### src/rtl/capture_segment_framer.sv
// rtl/capture_segment_framer.sv - frames timestamped capture segments into a word FIFO
package rx_pkg;
    localparam int DATA_WIDTH = 32;
endpackage

package buffer_pkg;
    localparam int CLOCK_WIDTH        = 16;
    localparam int SAMPLE_INDEX_WIDTH = 8;
endpackage

module capture_segment_framer #(
    parameter int DATA_WIDTH   = rx_pkg::DATA_WIDTH,
    parameter int TS_WIDTH     = buffer_pkg::CLOCK_WIDTH + buffer_pkg::SAMPLE_INDEX_WIDTH,
    parameter int FIFO_DEPTH   = 16,
    parameter int IDLE_TIMEOUT = 64
) (
    input  logic                  adc_clk,
    input  logic                  adc_reset_n,
    input  logic                  adc_reset_state,
    input  logic [DATA_WIDTH-1:0] in_data,
    input  logic                  in_valid,
    input  logic [TS_WIDTH-1:0]   in_ts,
    input  logic                  in_ts_valid,
    output logic [DATA_WIDTH-1:0] out_data,
    output logic                  out_user,
    output logic                  out_last,
    output logic                  out_valid,
    input  logic                  out_ready,
    output logic                  overflow,
    output logic                  ts_collision
);
    localparam int AW = $clog2(FIFO_DEPTH);
    localparam int CW = $clog2(IDLE_TIMEOUT + 1);
    localparam int EW = DATA_WIDTH + 2;

    // FIFO storage: {word, user, last}; pointers carry an extra wrap bit
    logic [EW-1:0]         mem_q [FIFO_DEPTH];
    logic [AW:0]           wr_ptr_q, wr_ptr_d, rd_ptr_q, rd_ptr_d;

    // Pending timestamp waiting for a gap in the sample stream
    logic                  pend_full_q, pend_full_d;
    logic [TS_WIDTH-1:0]   pend_ts_q, pend_ts_d;

    // Single hold register every word passes through, so the last flag can be
    // decided one word late
    logic [DATA_WIDTH-1:0] held_word_q, held_word_d;
    logic                  held_user_q, held_user_d;
    logic                  held_full_q, held_full_d;

    logic [CW-1:0]         idle_cnt_q, idle_cnt_d;
    logic                  overflow_q, overflow_d;
    logic                  ts_coll_q, ts_coll_d;

    logic                  fifo_empty, fifo_full, pop;
    logic                  push, push_last, wr_en;
    logic [EW-1:0]         head;

    assign fifo_empty = (wr_ptr_q == rd_ptr_q);
    assign fifo_full  = (wr_ptr_q[AW] != rd_ptr_q[AW]) &&
                        (wr_ptr_q[AW-1:0] == rd_ptr_q[AW-1:0]);
    assign pop        = !fifo_empty && out_ready;
    assign head       = mem_q[rd_ptr_q[AW-1:0]];

    // Empty FIFO presents zeros so a flushed or reset block shows no stale word
    assign out_valid    = !fifo_empty;
    assign out_data     = fifo_empty ? '0 : head[EW-1:2];
    assign out_user     = fifo_empty ? 1'b0 : head[1];
    assign out_last     = fifo_empty ? 1'b0 : head[0];
    assign overflow     = overflow_q;
    assign ts_collision = ts_coll_q;

    // Framing decisions: header insertion, data hand-over, idle timeout, FIFO push/pop
    always_comb begin
        wr_ptr_d    = wr_ptr_q;
        rd_ptr_d    = rd_ptr_q;
        pend_full_d = pend_full_q;
        pend_ts_d   = pend_ts_q;
        held_word_d = held_word_q;
        held_user_d = held_user_q;
        held_full_d = held_full_q;
        idle_cnt_d  = idle_cnt_q;
        overflow_d  = overflow_q;
        ts_coll_d   = ts_coll_q;
        push        = 1'b0;
        push_last   = 1'b0;
        wr_en       = 1'b0;

        if (adc_reset_state) begin
            wr_ptr_d    = '0;
            rd_ptr_d    = '0;
            pend_full_d = 1'b0;
            pend_ts_d   = '0;
            held_word_d = '0;
            held_user_d = 1'b0;
            held_full_d = 1'b0;
            idle_cnt_d  = '0;
        end else begin
            if (pend_full_q && !in_valid) begin
                // Gap in the stream: close the old segment and open a new one
                push        = held_full_q;
                push_last   = 1'b1;
                held_word_d = DATA_WIDTH'(pend_ts_q);
                held_user_d = 1'b1;
                held_full_d = 1'b1;
                pend_full_d = 1'b0;
                idle_cnt_d  = '0;
            end else if (in_valid) begin
                // Words with no open segment have nowhere to go and are dropped
                if (held_full_q) begin
                    push        = 1'b1;
                    held_word_d = in_data;
                    held_user_d = 1'b0;
                    idle_cnt_d  = '0;
                end
            end else if (held_full_q) begin
                if (idle_cnt_q == CW'(IDLE_TIMEOUT - 1)) begin
                    push        = 1'b1;
                    push_last   = 1'b1;
                    held_full_d = 1'b0;
                    idle_cnt_d  = '0;
                end else begin
                    idle_cnt_d = idle_cnt_q + CW'(1);
                end
            end

            // The collision test uses the pending state seen at the start of the cycle
            if (in_ts_valid) begin
                if (pend_full_q) begin
                    ts_coll_d = 1'b1;
                end else begin
                    pend_full_d = 1'b1;
                    pend_ts_d   = in_ts;
                end
            end

            // A pop in the same cycle frees a slot for the write
            wr_en = push && (!fifo_full || pop);
            if (push && !wr_en) begin
                overflow_d = 1'b1;
            end
            if (wr_en) begin
                wr_ptr_d = wr_ptr_q + (AW + 1)'(1);
            end
            if (pop) begin
                rd_ptr_d = rd_ptr_q + (AW + 1)'(1);
            end
        end
    end

    // State registers with asynchronous clear
    always_ff @(posedge adc_clk or negedge adc_reset_n) begin
        if (!adc_reset_n) begin
            wr_ptr_q    <= '0;
            rd_ptr_q    <= '0;
            pend_full_q <= 1'b0;
            pend_ts_q   <= '0;
            held_word_q <= '0;
            held_user_q <= 1'b0;
            held_full_q <= 1'b0;
            idle_cnt_q  <= '0;
            overflow_q  <= 1'b0;
            ts_coll_q   <= 1'b0;
        end else begin
            wr_ptr_q    <= wr_ptr_d;
            rd_ptr_q    <= rd_ptr_d;
            pend_full_q <= pend_full_d;
            pend_ts_q   <= pend_ts_d;
            held_word_q <= held_word_d;
            held_user_q <= held_user_d;
            held_full_q <= held_full_d;
            idle_cnt_q  <= idle_cnt_d;
            overflow_q  <= overflow_d;
            ts_coll_q   <= ts_coll_d;
        end
    end

    // FIFO array write; contents need no reset since the pointers gate visibility
    always_ff @(posedge adc_clk) begin
        if (wr_en) begin
            mem_q[wr_ptr_q[AW-1:0]] <= {held_word_q, held_user_q, push_last};
        end
    end
endmodule

### config.mk
export PLATFORM = sky130hd
export DESIGN_NAME = capture_segment_framer
export DESIGN_NICKNAME = d
export VERILOG_FILES = /design/src/rtl/capture_segment_framer.sv
export SDC_FILE = /design/constraint.sdc
export NUM_CORES = 1
export LEC_CHECK = 0
export ABC_CLOCK_PERIOD_IN_PS = 13300
export CAP_MARGIN = 0
export CORE_UTILIZATION = 51
export DETAILED_ROUTE_END_ITERATION = 7
export PLACE_DENSITY_LB_ADDON = 0.12
export SETUP_SLACK_MARGIN = 0.05
export SLEW_MARGIN = 10
export SYNTH_ARGS = -nofsm -noshare
export SYNTH_HDL_FRONTEND = slang
export SYNTH_SLANG_ARGS = --single-unit
### constraint.sdc
create_clock -name adc_clk -period 13.3 [get_ports adc_clk]
set_input_delay 1.33 -clock adc_clk [delete_from_list [all_inputs] [get_ports adc_clk]]
set_output_delay 1.33 -clock adc_clk [all_outputs]
set_load 0.005 [all_outputs]
==> results_tabular.tex <==
\begin{tabular}{lr}
\hline
Metric & Value \\
\hline
\multicolumn{2}{l}{\textbf{Yosys}} \\
\quad Number of warnings printed during yosys synthesis & 0 \\
\quad Syn Inst Count & between 1,000 and 1,500 \\
\quad Mapped Area & approximately 25,000 um\^{}2 \\
\quad Count of state elements after synthesis & 622 \\
\quad Net count after synthesis & around 1,300 \\
\quad Sequential area share after synthesis & 0.742 \\
\quad Average instance area after synthesis & $\sim$19 um\^{}2 \\
\quad Number of distinct standard cells referenced by the synthesized netlist & approximately 40 \\
\multicolumn{2}{l}{\textbf{Power}} \\
\quad Net switching power figure & 0.860 mW \\
\quad Power Dens Cells & between 100 and 150 nW/um\^{}2 \\
\quad Post-route total power & approximately 4.0 mW \\
\quad Leak Pwr & roughly 9.1 nW \\
\quad Worst VDD drop & $\sim$100 uV \\
\quad Sequential share of power & 0.550 \\
\quad Clock share of power & 0.392 \\
\quad Int Power & between 3 and 4 mW \\
\quad Combinational share of power & 0.059 \\
\quad Switching Fraction & 0.213 \\
\multicolumn{2}{l}{\textbf{Worst setup path}} \\
\quad Top cell family by delay on the critical path & buffers and inverters \\
\quad Required arrival time at the worst endpoint & $\sim$12 ns \\
\quad Worst path bufs/invs & 3 \\
\quad Top fanout value on the critical path & a little under 50 \\
\quad Worst Reg2Reg Path Length in Cells & 6 \\
\quad Critical Path Start Type & register \\
\quad Crit-path cells & buf\_4 -> buf\_4 -> mux4\_2 -> nor2b\_1 -> a211oi\_1 -> a211oi\_1 -> clkdlybuf4s50\_1 \\
\quad Number of cells on the critical path & 7 \\
\quad Cell with the largest stage delay on the worst path & buf\_4 \\
\quad Crit path DAT & roughly 4.7 ns \\
\quad Delay of the slowest cell on the worst path & between 0.8 and 0.9 ns \\
\quad Type of the worst setup path & register to output pin \\
\quad Type of destination of the critical path & output pin \\
\multicolumn{2}{l}{\textbf{STA}} \\
\quad Worst hold slack & 0.483 ns \\
\quad Hold violation total from the final report & 0 \\
\quad Sum Neg Setup Slack & 0 ns \\
\quad Tmin final & $\sim$6.0 ns \\
\quad Fmax & between 0.15 and 0.2 GHz \\
\quad Number of failing setup endpoints in the final timing report & 0 \\
\quad Final slew viol count & 0 \\
\quad RSZ-0062 raised after global routing & false \\
\quad Final cycle utilization of the critical path & 0.455 \\
\quad Tightest Pin Transition & between 1 and 1.5 ns \\
\quad Worst rel slew slack & 0.320 \\
\quad Setup skew after layout & 0.0189 ns \\
\multicolumn{2}{l}{\textbf{Floorplan}} \\
\quad Initial core utilization & 0.517 \\
\quad Number of I/O pins & 99 \\
\quad Overall die width & 222 um \\
\quad Height of the die & roughly 220 um \\
\quad Die ar. & a little under 50,000 um\^{}2 \\
\quad Floorplan Core Area & about 48,000 um\^{}2 \\
\quad Number of rows in the core area & 80 \\
\multicolumn{2}{l}{\textbf{GRT}} \\
\quad Maximum number of pins on one net before global-route repair & 72 \\
\quad Total GRT Usage & 0.228 \\
\quad Antenna violations before repair & 2 \\
\quad First-pass GRT wire length & 81,500 um \\
\quad Vias in the first global route & around 13,000 \\
\quad Gr ovfl total & 0 \\
\multicolumn{2}{l}{\textbf{Clocking}} \\
\quad Clk Latency, worst-skew pair & between 0.6 and 0.7 ns \\
\quad CTS tree & yes \\
\quad Number of setup buffers added after CTS & 0 \\
\quad CTS buffer count & 60 \\
\quad Clock Sink Count & approximately 620 \\
\quad Hold Buf Count CTS & 0 \\
\quad Number of H-tree levels & 2 \\
\quad Post-cts gate resize count & 0 \\
\quad Clock transition at the register clock pins on the worst setup and hold paths after CTS & 0.07 ns \\
\quad Clock tree buffer depth & 3 \\
\quad Clock root buffer & clkbuf\_16 \\
\multicolumn{2}{l}{\textbf{Min path}} \\
\quad Worst hold path type & register to register \\
\quad Number of cells traversed by the worst hold path & 1 \\
\multicolumn{2}{l}{\textbf{Route}} \\
\quad Pre-Repair DR Iteration Count & 5 \\
\quad Number of nets with antenna violations after detailed routing & 0 \\
\quad Routed len/inst & $\sim$27 um \\
\quad Number of DRC violations after detailed routing & 0 \\
\quad Routed WL & between 50,000 and 60,000 um \\
\quad Total vias in the final route & between 10,000 and 15,000 \\
\quad Via density & 6.00 \\
\quad Iteration-0 DRC Markers & about 1,000 \\
\multicolumn{2}{l}{\textbf{Place}} \\
\quad Placer Congestion & approximately 0.76 \\
\quad Placed instance area & between 20,000 and 30,000 um\^{}2 \\
\quad Post-detailed-placement half-perimeter wirelength & about 28,000 um \\
\quad Number of buffers added on ports & 98 \\
\multicolumn{2}{l}{\textbf{Finish}} \\
\quad Most common cell after layout, fill and taps aside & edfxtp\_1 \\
\quad Top library cells by usage in the layout, fill and taps aside & edfxtp\_1 (544), mux4\_2 (127), nand2\_1 (106) \\
\quad Final nets & $\sim$1,500 \\
\quad Layout Area Growth over Synthesis & 14.1\% \\
\quad Final core occ & 0.590 \\
\quad Share of layout cells above drive strength 1 & 0.188 \\
\quad Design area & roughly 28,000 um\^{}2 \\
\multicolumn{2}{l}{\textbf{Job}} \\
\quad Max cap viols & 0 \\
\multicolumn{2}{l}{\textbf{Status}} \\
\quad Run status & finished clean \\
\hline
\end{tabular}
-- cell type report --
| cell class | count | area [um^2] |
|---|---|---|
| well taps | 615 | 769 |
| multi-input cells | 567 | 5970 |
| diodes | 2 | 5.00 |
| clock buffers | 82 | 1630 |
| fillers | 3520 | 19500 |
| flip-flops and latches | 622 | 18300 |
| inverters | 4 | 15.0 |
| repair buffers | 133 | 1240 |
| clock inverters | 31 | 191 |
-- power by group through the flow --
stage	logic [mW]	clock network (mW)	registers (mW)
after floorplan	0.166	0	2.23
after global placement	0.239	0	2.26
after detailed placement	0.240	0	2.26
after CTS	0.241	1.61	2.22
after global routing	0.255	1.68	2.23
final	0.236	1.58	2.22
-- registers in the layout (all words and copies together) (netlist names) --
signal,count
wr_ptr_q,5
pend_full_q,1
pend_ts_q,24
mem_q,544
held_full_q,1
held_user_q,1
rd_ptr_q,5
held_word_q,32
ts_collision,1
overflow,1
idle_cnt_q,7
-- routing by layer --
| metal | vias up | wire length [um] | GRT usage |
|---|---|---|---|
| met5 | - | 0 | 0 |
| met3 | 74 | 3010 | 0.0384 |
| met1 | 6524 | 23700 | 0.321 |
| li1 | 5386 | - | - |
| met2 | 349 | 26800 | 0.370 |
| met4 | 0 | 1030 | 0.0618 |
-- worst reg2reg max path, delay by kind of cell (launching register included) --
| family | cells | cell delay [ns] |
|---|---|---|
| buffers and inverters | 2 | 1.32 |
| xor gates and xnor gates | 1 | 0.18 |
| AOI/OAI and AO/OA | 1 | 0.38 |
| and+or+nand+nor | 2 | 0.56 |
| DFF | 1 | 0.82 |
-- synth_stat cells --
cell | instances | area, um^2
clkbuf_1 | 37 | 139
nand3b_1 | 1 | 7.51
mux2i_1 | 60 | 601
buf_6 | 8 | 90.1
a21oi_1 | 34 | 170
nor2_1 | 21 | 78.8
dfrtp_1 | 78 | 1950
and4_1 | 1 | 8.76
buf_12 | 3 | 60.1
xor2_1 | 4 | 35.0
nand4_2 | 2 | 25.0
buf_2 | 23 | 115
or3_1 | 5 | 31.3
o21bai_1 | 1 | 7.51
nand4_1 | 1 | 6.26
nand2_1 | 106 | 398
nand3_1 | 3 | 15.0
buf_1 | 5 | 18.8
nor4b_1 | 1 | 8.76
nor4_1 | 1 | 6.26
o21ai_2 | 1 | 8.76
nand2b_1 | 7 | 43.8
xnor2_1 | 5 | 43.8
mux4_1 | 9 | 236
o2111ai_4 | 1 | 26.3
mux4_2 | 127 | 2860
nor3b_1 | 1 | 7.51
ha_1 | 6 | 75.1
mux2_2 | 1 | 11.3
o211a_1 | 1 | 10.0
inv_1 | 4 | 15.0
a31o_2 | 1 | 8.76
o21ai_0 | 22 | 110
buf_4 | 8 | 60.1
a211oi_1 | 68 | 510
nor3_1 | 11 | 55.1
nor2b_1 | 38 | 238
and3_1 | 1 | 6.26
edfxtp_1 | 544 | 16300
o31ai_1 | 25 | 188
o211ai_2 | 1 | 12.5
-- worst paths after layout --
check	from	to	slack, ns
min	ts_collision	ts_collision	0.48
max in group asynchronous	adc_reset_n	held_word_q[1]	11.53
max	rd_ptr_q[0]	out_data[20]	7.25
max reg2reg	rd_ptr_q[0]	mem_q[1][26]	9.64
min reg2reg	ts_collision	ts_collision	0.48
min in group asynchronous	adc_reset_n	pend_ts_q[1]	0.67
-- cell families (layout without fill, tap and decap cells) --
family                     count (synthesis)  in the layout  synth area share
buffers and inverters                     88            250            0.0202
and+or+nand+nor                          200            200            0.0380
adders and majority gates                  6              6           0.00305
other                                      0              2                 0
DFF                                      622            622             0.742
xor gates and xnor gates                   9              9           0.00320
AOI/OAI and AO/OA                        155            155            0.0427
muxes                                    197            197             0.151
-- stage by stage --
step / std cells / setup slack [ns]
after floorplan: 1277 / 7.45
after global placement: 1941 / 7.79
after detailed placement: 1941 / 7.78
after CTS: 2054 / 7.11
after global routing: 2056 / 6.89
final: 2056 / 7.25
Power figures use the tool's default switching activity.
